==> src/rtl/mem_arbiter.sv <==
// mem_arbiter: shares the single data-memory port between the IFU (fetch) and
// the LSU (load/store). One transaction in flight at a time, LSU has priority,
// and a starvation counter lets a pending fetch through after STARVE_LIMIT
// back-to-back LSU grants.
//
// Handshakes: a request channel transfers on a cycle where valid && ready are
// both high at the rising edge; mem_req_valid is held with stable fields until
// mem_req_ready; response pulses are one cycle wide and are not back-pressured.
//
// Optional feature: define MEM_ARB_TIMEOUT_EN to add a REQ/WAIT timeout that
// returns an error response after TIMEOUT_CYC cycles.
module mem_arbiter #(
    parameter int ADDR_W       = 32,
    parameter int DATA_W       = 32,
    parameter int STARVE_LIMIT = 4
`ifdef MEM_ARB_TIMEOUT_EN
    ,
    parameter int TIMEOUT_CYC  = 255
`endif
) (
    input  logic                clk,
    input  logic                rst,
    input  logic                ifu_req_valid,
    output logic                ifu_req_ready,
    input  logic [ADDR_W-1:0]   ifu_addr,
    output logic                ifu_resp_valid,
    output logic [DATA_W-1:0]   ifu_rdata,
    output logic                ifu_resp_err,
    input  logic                lsu_req_valid,
    output logic                lsu_req_ready,
    input  logic                lsu_wen,
    input  logic [ADDR_W-1:0]   lsu_addr,
    input  logic [DATA_W-1:0]   lsu_wdata,
    input  logic [DATA_W/8-1:0] lsu_wmask,
    output logic                lsu_resp_valid,
    output logic [DATA_W-1:0]   lsu_rdata,
    output logic                lsu_resp_err,
    output logic                mem_req_valid,
    input  logic                mem_req_ready,
    output logic                mem_wen,
    output logic [ADDR_W-1:0]   mem_addr,
    output logic [DATA_W-1:0]   mem_wdata,
    output logic [DATA_W/8-1:0] mem_wmask,
    input  logic                mem_resp_valid,
    input  logic [DATA_W-1:0]   mem_rdata,
    input  logic                mem_resp_err,
    output logic                busy,
    output logic [1:0]          state_dbg
);

    localparam int SC_W = $clog2(STARVE_LIMIT + 1);

    typedef enum logic [1:0] {
        IDLE = 2'd0,
        REQ  = 2'd1,
        WAIT = 2'd2
    } state_t;

    state_t            state;
    logic              owner_lsu;
    logic [SC_W-1:0]   starve_cnt;
    logic              idle;
    logic              starve_full;
    logic              ifu_go;
    logic              lsu_go;
    logic              tmo_hit;
    logic              fin_real;
    logic              fin;
    logic              fin_err;
    logic [DATA_W-1:0] fin_rdata;

    assign idle        = (state == IDLE);
    assign starve_full = (starve_cnt == SC_W'(STARVE_LIMIT));

    // LSU wins unless a starved fetch is pending; the two readies are never
    // both usable in one cycle, so at most one grant happens per edge.
    assign ifu_req_ready = idle && !rst && (!lsu_req_valid || starve_full);
    assign lsu_req_ready = idle && !rst && !(ifu_req_valid && starve_full);
    assign ifu_go        = ifu_req_valid && ifu_req_ready;
    assign lsu_go        = lsu_req_valid && lsu_req_ready;

    assign busy      = !idle;
    assign state_dbg = state;

`ifdef MEM_ARB_TIMEOUT_EN
    localparam int TMO_W = (TIMEOUT_CYC > 255) ? $clog2(TIMEOUT_CYC + 1) : 8;
    logic [TMO_W-1:0] tmo_cnt;

    // Per-transaction cycle counter: 0 in the first REQ cycle, so the error
    // response (registered one edge later) lands TIMEOUT_CYC cycles after accept.
    always_ff @(posedge clk) begin
        if (rst || ifu_go || lsu_go) begin
            tmo_cnt <= '0;
        end else if (!idle) begin
            tmo_cnt <= tmo_cnt + TMO_W'(1);
        end
    end

    assign tmo_hit = !idle && (tmo_cnt == TMO_W'(TIMEOUT_CYC - 2));
`else
    assign tmo_hit = 1'b0;
`endif

    // A real memory response in WAIT always beats a coincident timeout.
    assign fin_real  = (state == WAIT) && mem_resp_valid;
    assign fin       = fin_real || tmo_hit;
    assign fin_err   = fin_real ? mem_resp_err : 1'b1;
    assign fin_rdata = (fin_real && !(owner_lsu && mem_wen)) ? mem_rdata : '0;

    // Arbitration FSM with registered memory request and response outputs.
    always_ff @(posedge clk) begin
        if (rst) begin
            state          <= IDLE;
            owner_lsu      <= 1'b0;
            starve_cnt     <= '0;
            mem_req_valid  <= 1'b0;
            mem_wen        <= 1'b0;
            mem_addr       <= '0;
            mem_wdata      <= '0;
            mem_wmask      <= '0;
            ifu_resp_valid <= 1'b0;
            ifu_rdata      <= '0;
            ifu_resp_err   <= 1'b0;
            lsu_resp_valid <= 1'b0;
            lsu_rdata      <= '0;
            lsu_resp_err   <= 1'b0;
        end else begin
            ifu_resp_valid <= 1'b0;
            lsu_resp_valid <= 1'b0;
            if (fin) begin
                state         <= IDLE;
                mem_req_valid <= 1'b0;
                if (owner_lsu) begin
                    lsu_resp_valid <= 1'b1;
                    lsu_rdata      <= fin_rdata;
                    lsu_resp_err   <= fin_err;
                end else begin
                    ifu_resp_valid <= 1'b1;
                    ifu_rdata      <= fin_rdata;
                    ifu_resp_err   <= fin_err;
                end
            end else begin
                case (state)
                    IDLE: begin
                        if (lsu_go) begin
                            owner_lsu     <= 1'b1;
                            mem_req_valid <= 1'b1;
                            mem_wen       <= lsu_wen;
                            mem_addr      <= lsu_addr;
                            mem_wdata     <= lsu_wdata;
                            mem_wmask     <= lsu_wmask;
                            state         <= REQ;
                            if (ifu_req_valid && !starve_full) begin
                                starve_cnt <= starve_cnt + SC_W'(1);
                            end
                        end else if (ifu_go) begin
                            owner_lsu     <= 1'b0;
                            mem_req_valid <= 1'b1;
                            mem_wen       <= 1'b0;
                            mem_addr      <= ifu_addr;
                            mem_wdata     <= '0;
                            mem_wmask     <= '0;
                            state         <= REQ;
                            starve_cnt    <= '0;
                        end
                    end
                    REQ: begin
                        if (mem_req_ready) begin
                            mem_req_valid <= 1'b0;
                            state         <= WAIT;
                        end
                    end
                    WAIT: begin
                    end
                    default: state <= IDLE;
                endcase
            end
        end
    end

endmodule

==> config.mk <==
export PLATFORM = sky130hd
export DESIGN_NAME = mem_arbiter
export DESIGN_NICKNAME = d
export VERILOG_FILES = /design/src/rtl/mem_arbiter.sv
export SDC_FILE = /design/constraint.sdc
export NUM_CORES = 1
export LEC_CHECK = 0
export ABC_AREA = 1
export CAP_MARGIN = 40
export CORE_ASPECT_RATIO = 1.5
export CORE_MARGIN = 2
export CORE_UTILIZATION = 41
export DETAILED_ROUTE_END_ITERATION = 8
export HOLD_SLACK_MARGIN = 0.08
export PLACE_DENSITY = 0.77
export SETUP_SLACK_MARGIN = 0.2
export SLEW_MARGIN = 15
export SYNTH_ARGS = -nofsm -noshare
export SYNTH_HDL_FRONTEND = slang
export SYNTH_SLANG_ARGS = --single-unit
==> constraint.sdc <==
create_clock -name clk -period 1.8 [get_ports clk]
set_clock_uncertainty 0.05 [all_clocks]
set_input_delay 0.36 -clock clk [delete_from_list [all_inputs] [get_ports clk]]
set_output_delay 0.36 -clock clk [all_outputs]
set_load 0.01 [all_outputs]
==> results of run 1 <==
registers in the layout, summed over array words and instances (netlist names), 2 cells and up:
register and cells:
mem_wdata 32, ifu_rdata 32, starve_cnt 3, mem_addr 32, mem_wmask 4, state_dbg 2, lsu_rdata 32
synthesized netlist by cell type (all sizes together):
| library cell | n |
|---|---|
| nand2 | 149 |
| dfxtp | 144 |
| nand3 | 138 |
| inv | 77 |
| a21oi | 76 |
| nor2 | 73 |
| o21ai | 67 |
| clkbuf | 33 |
| buf | 25 |
| ha | 2 |
| nand4 | 2 |
| a21o | 1 |
| nand3b | 1 |
worst reg2reg max path, stage by stage (launching register included):
cell                      delay, ps
sky130_fd_sc_hd__dfxtp_2        330
sky130_fd_sc_hd__inv_2           50
sky130_fd_sc_hd__ha_4           160
sky130_fd_sc_hd__nand2_4         80
sky130_fd_sc_hd__nor2_4          40
sky130_fd_sc_hd__nor2_4         110
sky130_fd_sc_hd__buf_8          190
sky130_fd_sc_hd__buf_16         190
sky130_fd_sc_hd__nand3_1        110
sky130_fd_sc_hd__nand3_1        100
sky130_fd_sc_hd__nand2_1         50
sky130_fd_sc_hd__inv_1           40
metrics by stage:
step	cells	power, mW
floorplan	788	4.040
global placement	1207	4.831
detailed placement	1207	4.844
CTS	1243	8.480
global route	1245	8.753
finish	1246	8.416
layer usage:
| layer | routed length, um | track usage | vias up |
|---|---|---|---|
| met5 | 0 | 0 | - |
| met4 | 482 | 0.1000 | 0 |
| met3 | 1482 | 0.06795 | 27 |
| met2 | 9809 | 0.4387 | 261 |
| met1 | 7241 | 0.2769 | 2809 |
| li1 | - | - | 3112 |
repair_timing:
action / in CTS / in global routing
buffers inserted: 3 / 2
pin swaps: 2 / 2
gates resized for setup: 158 / 14
gates cloned: 1 / 0
setup endpoints to repair: 199 / 73
where the power goes:
part           total, mW  switching [mW]  internal (mW)
Sequential          3.40          0.0649           3.33
Combinational       1.33           0.646          0.679
Clock               3.69            1.37           2.32
Total               8.42            2.08           6.34
final cells by class:
class / instances / area (sq um)
flip-flops and latches: 144 / 2885
inverters: 77 / 289.0
fillers: 1227 / 4452
clock buffers: 19 / 432.9
clock inverters: 13 / 187.7
repair buffers: 318 / 3054
diodes: 1 / 2.502
multi-input cells: 509 / 2350
well taps: 165 / 206.4
cell families after synthesis:
family                     after synthesis
and+or+nand+nor                        363
DFF                                    144
buffers and inverters                  135
AOI/OAI and AO/OA                      144
adders and majority gates                2
path summary, 6_finish.rpt:
check | endpoint | slack [ps]
min | starve_cnt[0]$_SDFFE_PP0P_ | 370
max reg2reg | mem_addr[17]$_SDFFE_PP0P_ | 240
max | ifu_req_ready | 80
min reg2reg | mem_wdata[11]$_SDFFE_PP0P_ | 400
==> results.md, run 1 <==
- After detailed placement, the total cell area comes to 8845 sq um.
- The post-detailed-route via-to-cell ratio is 4.983.
- After routing the design area is 9408 sq um.
- The setup slack after placement is -361.8 ps.
- For the worst setup path, the data arrival time is 1310 ps.
- The via count is 6209.
- After the first detailed-routing iteration, the DRC count stood at 260.
- The multiplexer share of the synthesized area is 0.
- Along the worst path, the maximum fanout reaches 2.
- Setup violations remaining at the end of the flow were counted as 0.
- The total area inside the core boundary comes to 13860 sq um.
- The min-delay analysis places its worst path in the category input port to register.
- In this run the tightest slew margin relative to its limit is 0.4883.
- The top-level I/O count is 283.
- The maximum frequency from static timing analysis is 580.6 MHz.
- Traced cell by cell, the critical path runs through inv_2 -> ha_4 -> nand2_4 -> a21oi_2 -> buf_2.
- The remaining routing DRC violations is 0.
- For the pin with the worst max-slew slack, the measured transition is 767.5 ps.
- The number of clock buffers added by TritonCTS is 17.
- The power density relative to cell area is 894.6 nW/um^2.
- The family with the most delay on the worst path is flip-flops.
- In the final timing run, aggregate negative setup slack is 0 ps.
- The cts-stage hold buffer count is 0.
- The peak supply drop is 724.7 uV.
- By area, the combinational part of the netlist is dominated by simple AND/OR/NAND/NOR gates.
- The initial utilization of the core area, before any placement, comes to 0.4146.
- The type of element launching the critical path is a register.
- The most area-hungry cell type in the Yosys netlist is sky130_fd_sc_hd__dfxtp_1.
- The library cell used most frequently in the layout, excluding fill and tap cells, is sky130_fd_sc_hd__nand2_1.
- The total routing resource utilization after global routing is 0.2479.
- The delay of the slowest critical-path stage is 320 ps.
- The data required time at the worst endpoint is 1390 ps.
- The first TritonRoute pass finished after 5 iterations.
- The worst setup path is captured at a primary output.
- Hold timing on the final database bottoms out at a slack of 372.0 ps.
- The width of the die is 100.7 um.
- The H-tree was split into 4 levels.
- The routability congestion estimate from global placement is 0.8230.
- On the critical path, the stage with the largest delay is an instance of sky130_fd_sc_hd__dfxtp_2.
- The origin of the critical flop-to-flop path is starve_cnt[1]$_SDFFE_PP0P_.
- The final layout contains 1209 nets.
- The share of synthesized cell area in full adder, half adder and majority cells is 0.004354.
- The depth of the worst register-to-register path is 11.
- The startpoint of the worst hold path is ifu_req_valid.
- Of the total synthesized cell area, the portion taken by XOR and XNOR cells is 0.
- Entering global routing, the biggest net connects 73 pins.
- The final count of hold timing violations is 0.
- The post-synthesis simple-gate area fraction is 0.2700.
- The compound-gate portion of the synthesized area is 0.1278.
- The synthesized netlist occupies a cell area of 5747 sq um.
- TritonCTS built the clock tree.
- The count of final max-slew check failures is 0.
- The standard-cell row count is 53.
- The HPWL reported at the end of detailed placement is 12960 um.
- The cell depth of the worst min-delay path is 4.
- The number of nets in the synthesized netlist is 930.
- The flow ran to the end, and the final reports show no timing, DRC or antenna violations.
- After clock tree synthesis, the clock-pin slew on the worst setup and hold paths is 60 ps.
- The setup path with the least slack is of type register to primary output.
- The vertical die dimension is 149 um.
- The tool flagged a number of max-cap violations equal to 0.
- Setup repair after global routing could not meet its margin everywhere.
- The number of buffers and inverters on the critical path is 2.
- The antenna violation net count after detailed routing is 0.
- The fraction of synthesized cell area taken by the top area cell type is 0.5016.
- The routed length per instance is 15.26 um.
- In the final layout, the share of cells above drive strength 1 is 0.08333.
- The critical path runs through a total of 5 cells.
- The cell count after synthesis came out at 788.
- The wire length of the first global-routing pass is 29440 um.
- In the layout the commonest cells are 147 x sky130_fd_sc_hd__nand2_1, 142 x sky130_fd_sc_hd__dfxtp_1, 139 x sky130_fd_sc_hd__dlygate4sd2_1, 138 x sky130_fd_sc_hd__nand3_1, 136 x sky130_fd_sc_hd__clkdlybuf4s50_1.
- Setup slack on the critical path of the routed design comes to 77.75 ps.
- The share of synthesized area occupied by flip-flops and latches is 0.5016.
- Synthesis instantiated 20 different standard cells from the library.
- The number of synthesis warnings is 0.
- The root buffer selected by CTS is sky130_fd_sc_hd__clkbuf_16.
- The later pin in the worst-skew pair is clocked with a latency of 410 ps.
- The routed design has 19020 um of wire.
- The total of flip-flops plus latches after synthesis is 144.
- Counting every sink on the clock net gives 144.
- The clock passes through at most 2 buffers.
- The portion of the clock cycle consumed by the worst path in the final layout is 0.9568.
- The shortest clock period the worst path allows after layout is 1722 ps.
- The number of port buffers is 282.
- Compared with the post-synthesis result, the final layout area differs by 63.71%.
- After global routing the overflow that remains totals 0.
- Summed over all cells, the static leakage comes to 4.642 nW.
- The initial antenna violation count is 0.
- The core utilization of the finished layout is 0.6788.
- The number of global-route vias before repair is 5735.
- In the post-synthesis netlist, the biggest area contributors are sky130_fd_sc_hd__dfxtp_1 50%, sky130_fd_sc_hd__nand3_1 12%, sky130_fd_sc_hd__nand2_1 9.7%.
- The floorplan step defined a die boundary enclosing 15000 sq um.
- The mean area per synthesized cell is 7.293 sq um.
- The critical path starts at starve_cnt[1]$_SDFFE_PP0P_.
Power figures use the tool's default switching activity.
==> inputs of run 2 (changes only) <==
--- a/config.mk
+++ b/config.mk
@@ -9,10 +9,10 @@
 export CAP_MARGIN = 40
 export CORE_ASPECT_RATIO = 1.5
 export CORE_MARGIN = 2
-export CORE_UTILIZATION = 41
+export CORE_UTILIZATION = 44
 export DETAILED_ROUTE_END_ITERATION = 8
 export HOLD_SLACK_MARGIN = 0.08
-export PLACE_DENSITY = 0.77
+export PLACE_DENSITY = 0.82
 export SETUP_SLACK_MARGIN = 0.2
 export SLEW_MARGIN = 15
 export SYNTH_ARGS = -nofsm -noshare
==> constraint.sdc (replaced) <==
create_clock -name clk -period 2.1 [get_ports clk]
set_clock_uncertainty 0.05 [all_clocks]
set_input_delay 0.42 -clock clk [delete_from_list [all_inputs] [get_ports clk]]
set_output_delay 0.42 -clock clk [all_outputs]
set_load 0.01 [all_outputs]
==> run 2 against run 1 <==
Core utilization increased by 4.7 points. Worst hold slack improved by 37 ps. Worst setup slack improved by 150 ps. Sequential share of layout area increased by 0.17 points. Clock-buffer cell count unchanged. Die area decreased by 6.6%. Final area decreased by 0.55%. Non-clock buffer count decreased by 14. Power decreased by 15%. Critical path depth unchanged.
==> results.md, run 2 (same netlist as run 1, synthesis figures left out) <==
- The commonest non-fill, non-tap cell in the layout is sky130_fd_sc_hd__clkdlybuf4s50_1.
- For this run, the top clock speed supported by timing is 533.9 MHz.
- The startpoint of the worst hold path is mem_wdata[1]$_SDFFE_PP0P_.
- After detailed routing, the number of remaining DRC violations is 0.
- The area of combinational cells with multiple inputs is 2332 sq um.
- The fraction of final layout cells sized beyond drive strength 1 is 0.07036.
- Measured in cells, the most critical reg-to-reg path has a length of 11.
- The class of the tightest hold or removal check is register to register.
- The first global-routing pass estimated 29520 um of wire.
- The slew at the pin closest to its max-slew limit is 790.3 ps.
- The initial antenna violation count was 0.
- The number of global-route vias before repair is 5812.
- The number of placed instances, taps included is 1191.
- The layout overhead on the synthesized area is 62.81%.
- Dividing the detail-routed via count by the number of cells gives 5.033.
- met2 is the most crowded layer.
- The TritonCTS clock tree is done.
- The number of port buffers is 282.
- The highest net fanout along the worst path is 3.
- The top-level I/O count is 283.
- The final count of hold timing violations is 0.
- In this run, the number of DRC markers left after iteration 0 of detailed routing was 277.
- For the worst setup path, the data required time is 1630 ps.
- Clock tree synthesis found a total of 144 sinks.
- The via count is 6170.
- Once placement finished, the instance area stood at 8712 sq um.
- The vertical die dimension is 144.0 um.
- The final non-filler cell area is 9356 sq um.
- The aggregate global routing overflow is 0.
- The HPWL reported at the end of detailed placement is 12930 um.
- The routed design could run at a clock period as short as 1873 ps.
- The power density relative to cell area is 762.0 nW/um^2.
- For the worst setup path, the data arrival time is 1400 ps.
- In the final routed layout, each cell accounts on average for 15.54 um.
- In the layout the commonest cells are 275 x sky130_fd_sc_hd__clkdlybuf4s50_1, 147 x sky130_fd_sc_hd__nand2_1, 142 x sky130_fd_sc_hd__dfxtp_1, 138 x sky130_fd_sc_hd__nand3_1, 75 x sky130_fd_sc_hd__a21oi_1.
- In the global route stage, met1 resource usage came out at 0.2925.
- The clock-pin slew on the worst setup and hold paths is 60 ps.
- Setup violations remaining at the end of the flow were counted as 0.
- The total area inside the core boundary comes to 12890 sq um.
- The tree is rooted in a sky130_fd_sc_hd__clkbuf_16.
- Across every metal layer, demand over resource in global routing totals 0.2614.
- The classification of the worst setup path is register to primary output.
- The final layout contains routed wiring with a total length of 19060 um.
- The end point of the most critical hold path is mem_wdata[1]$_SDFFE_PP0P_.
- The setup check on the worst reg-to-reg path leaves a slack of 340 ps.
- The endpoint of the most critical register-to-register path is mem_addr[31]$_SDFFE_PP0P_.
- The number of nets in the layout is 1195.
- The starting density of the core is 0.4458.
- The worst register-to-register path begins at starve_cnt[1]$_SDFFE_PP0P_.
- Of the available clock period, the critical path in the final layout requires 0.8919.
- For this run, global-route usage on met2 was measured as 0.4631.
- The count of final max-slew check failures is 0.
- The pin count of the biggest net entering global routing is 73.
- The first detailed-routing pass ran for 4 iterations.
- After clock tree synthesis, the flow added hold-fix buffers numbering 0.
- The die outline area is 14010 sq um.
- For the worst-skew pair, the clock arrives at the later sink with an insertion delay of 400 ps.
- The maximum level of the CTS H-tree is 4.
- The filler-free cell count of the finished design is 1226.
- Measured against its own limit, the worst slew margin works out to 0.4731.
- Summing all flip-flop and latch instances after layout gives 2885 sq um.
- The met3 usage in global routing is 0.07153.
- Across the run, the number of max-cap violations was 0.
- The worst setup path is captured at a primary output.
- The worst hold path passes through 2 cells.
- Setup repair after global routing left no endpoint under its margin.
- The leakage component of the power is 3.917 nW.
- The initialized floorplan defines 51 standard-cell rows.
- STA classifies the critical path startpoint as a register.
- The count of nets left with antenna violations once routing finished came out at 0.
- The minimum hold slack is 408.9 ps.
- The maximum number of buffers from clock root to sink is 2.
- The count of filler cells inserted in the layout is 1020.
- The width of the die is 97.31 um.
- TritonCTS created 17 clock buffers.
- The peak supply drop is 484.0 uV.
- Routability-driven placement finished with a final weighted congestion of 0.8456.
- The flow ran to the end, and the final reports show no timing, DRC or antenna violations.
[run 2: cell types whose count changed in the layout (fill, tap and decap cells not counted), sizes merged, moves of 2 or more]
cell | previous run | this run
bufinv | 4 | 2
buf | 41 | 26
inv | 78 | 81
clkdlybuf4s50 | 136 | 275
dlygate4sd2 | 139 | 3
[run 2: area by class of cell]
type | instances | share of cell area
repair buffers | 304 | 0.3256
flip-flops and latches | 144 | 0.3084
multi-input cells | 509 | 0.2493
clock buffers | 19 | 0.04841
inverters | 77 | 0.03089
well taps | 159 | 0.02126
clock inverters | 13 | 0.01591
diodes | 1 | 0.0002675
[run 2: metrics by stage]
stage / setup TNS [ps] / setup WS (ps) / power (mW) / util
CTS: 0 / 65.81 / 7.173 / 0.7222
global placement: -58.50 / -58.50 / 4.112 / 0.6759
detailed placement: -64.08 / -64.08 / 4.127 / 0.6759
finish: 0 / 226.9 / 7.130 / 0.7259
global route: 0 / 170.7 / 7.427 / 0.7257
floorplan: 0 / 482.2 / 3.462 / -
[run 2: worst max path at each step]
stage | endpoint | slack, ps | cells after the start | startpoint
after global placement | lsu_req_ready | -60 | 5 | ifu_req_valid
after CTS | lsu_req_ready | 70 | 6 | starve_cnt[0]$_SDFFE_PP0P_
final | ifu_req_ready | 230 | 5 | starve_cnt[1]$_SDFFE_PP0P_
after floorplan | lsu_req_ready | 480 | 5 | rst
after global routing | ifu_req_ready | 170 | 5 | starve_cnt[0]$_SDFFE_PP0P_
after detailed placement | lsu_req_ready | -60 | 5 | ifu_req_valid
[run 2: worst max-delay path, stage by stage (launching register included)]
cell	delay (ps)
sky130_fd_sc_hd__dfxtp_2	330
sky130_fd_sc_hd__inv_1	60
sky130_fd_sc_hd__ha_2	180
sky130_fd_sc_hd__nand2_2	100
sky130_fd_sc_hd__a21oi_2	180
sky130_fd_sc_hd__buf_4	160
[run 2: where the power goes]
group / leakage, nW / internal, mW / switching, mW / total [mW]
sequential: 1.17 / 2.86 / 0.0632 / 2.92
clock: 0.287 / 1.83 / 1.21 / 3.05
combinational: 2.46 / 0.619 / 0.546 / 1.16
total: 3.92 / 5.31 / 1.82 / 7.13
[run 2: layer usage]
metal  up-vias  wire [um]
li1       3076          -
met1      2811       7169
met2       242       9861
met3        41       1375
met4         0        648
met5         -          0
[run 2: timing repair]
item,CTS,global route
pin swaps,0,3
gates resized for setup,11,12
hold endpoints to repair,0,0
setup endpoints to repair,5,52
cloned,0,0
setup buffers,0,2
==> inputs of run 3 (changes only) <==
--- a/config.mk
+++ b/config.mk
@@ -6,7 +6,6 @@
 export NUM_CORES = 1
 export LEC_CHECK = 0
 export ABC_AREA = 1
-export CAP_MARGIN = 40
 export CORE_ASPECT_RATIO = 1.5
 export CORE_MARGIN = 2
 export CORE_UTILIZATION = 44
==> results of run 3 <==
Final layout, timing and power as in run 2 (identical DEF).
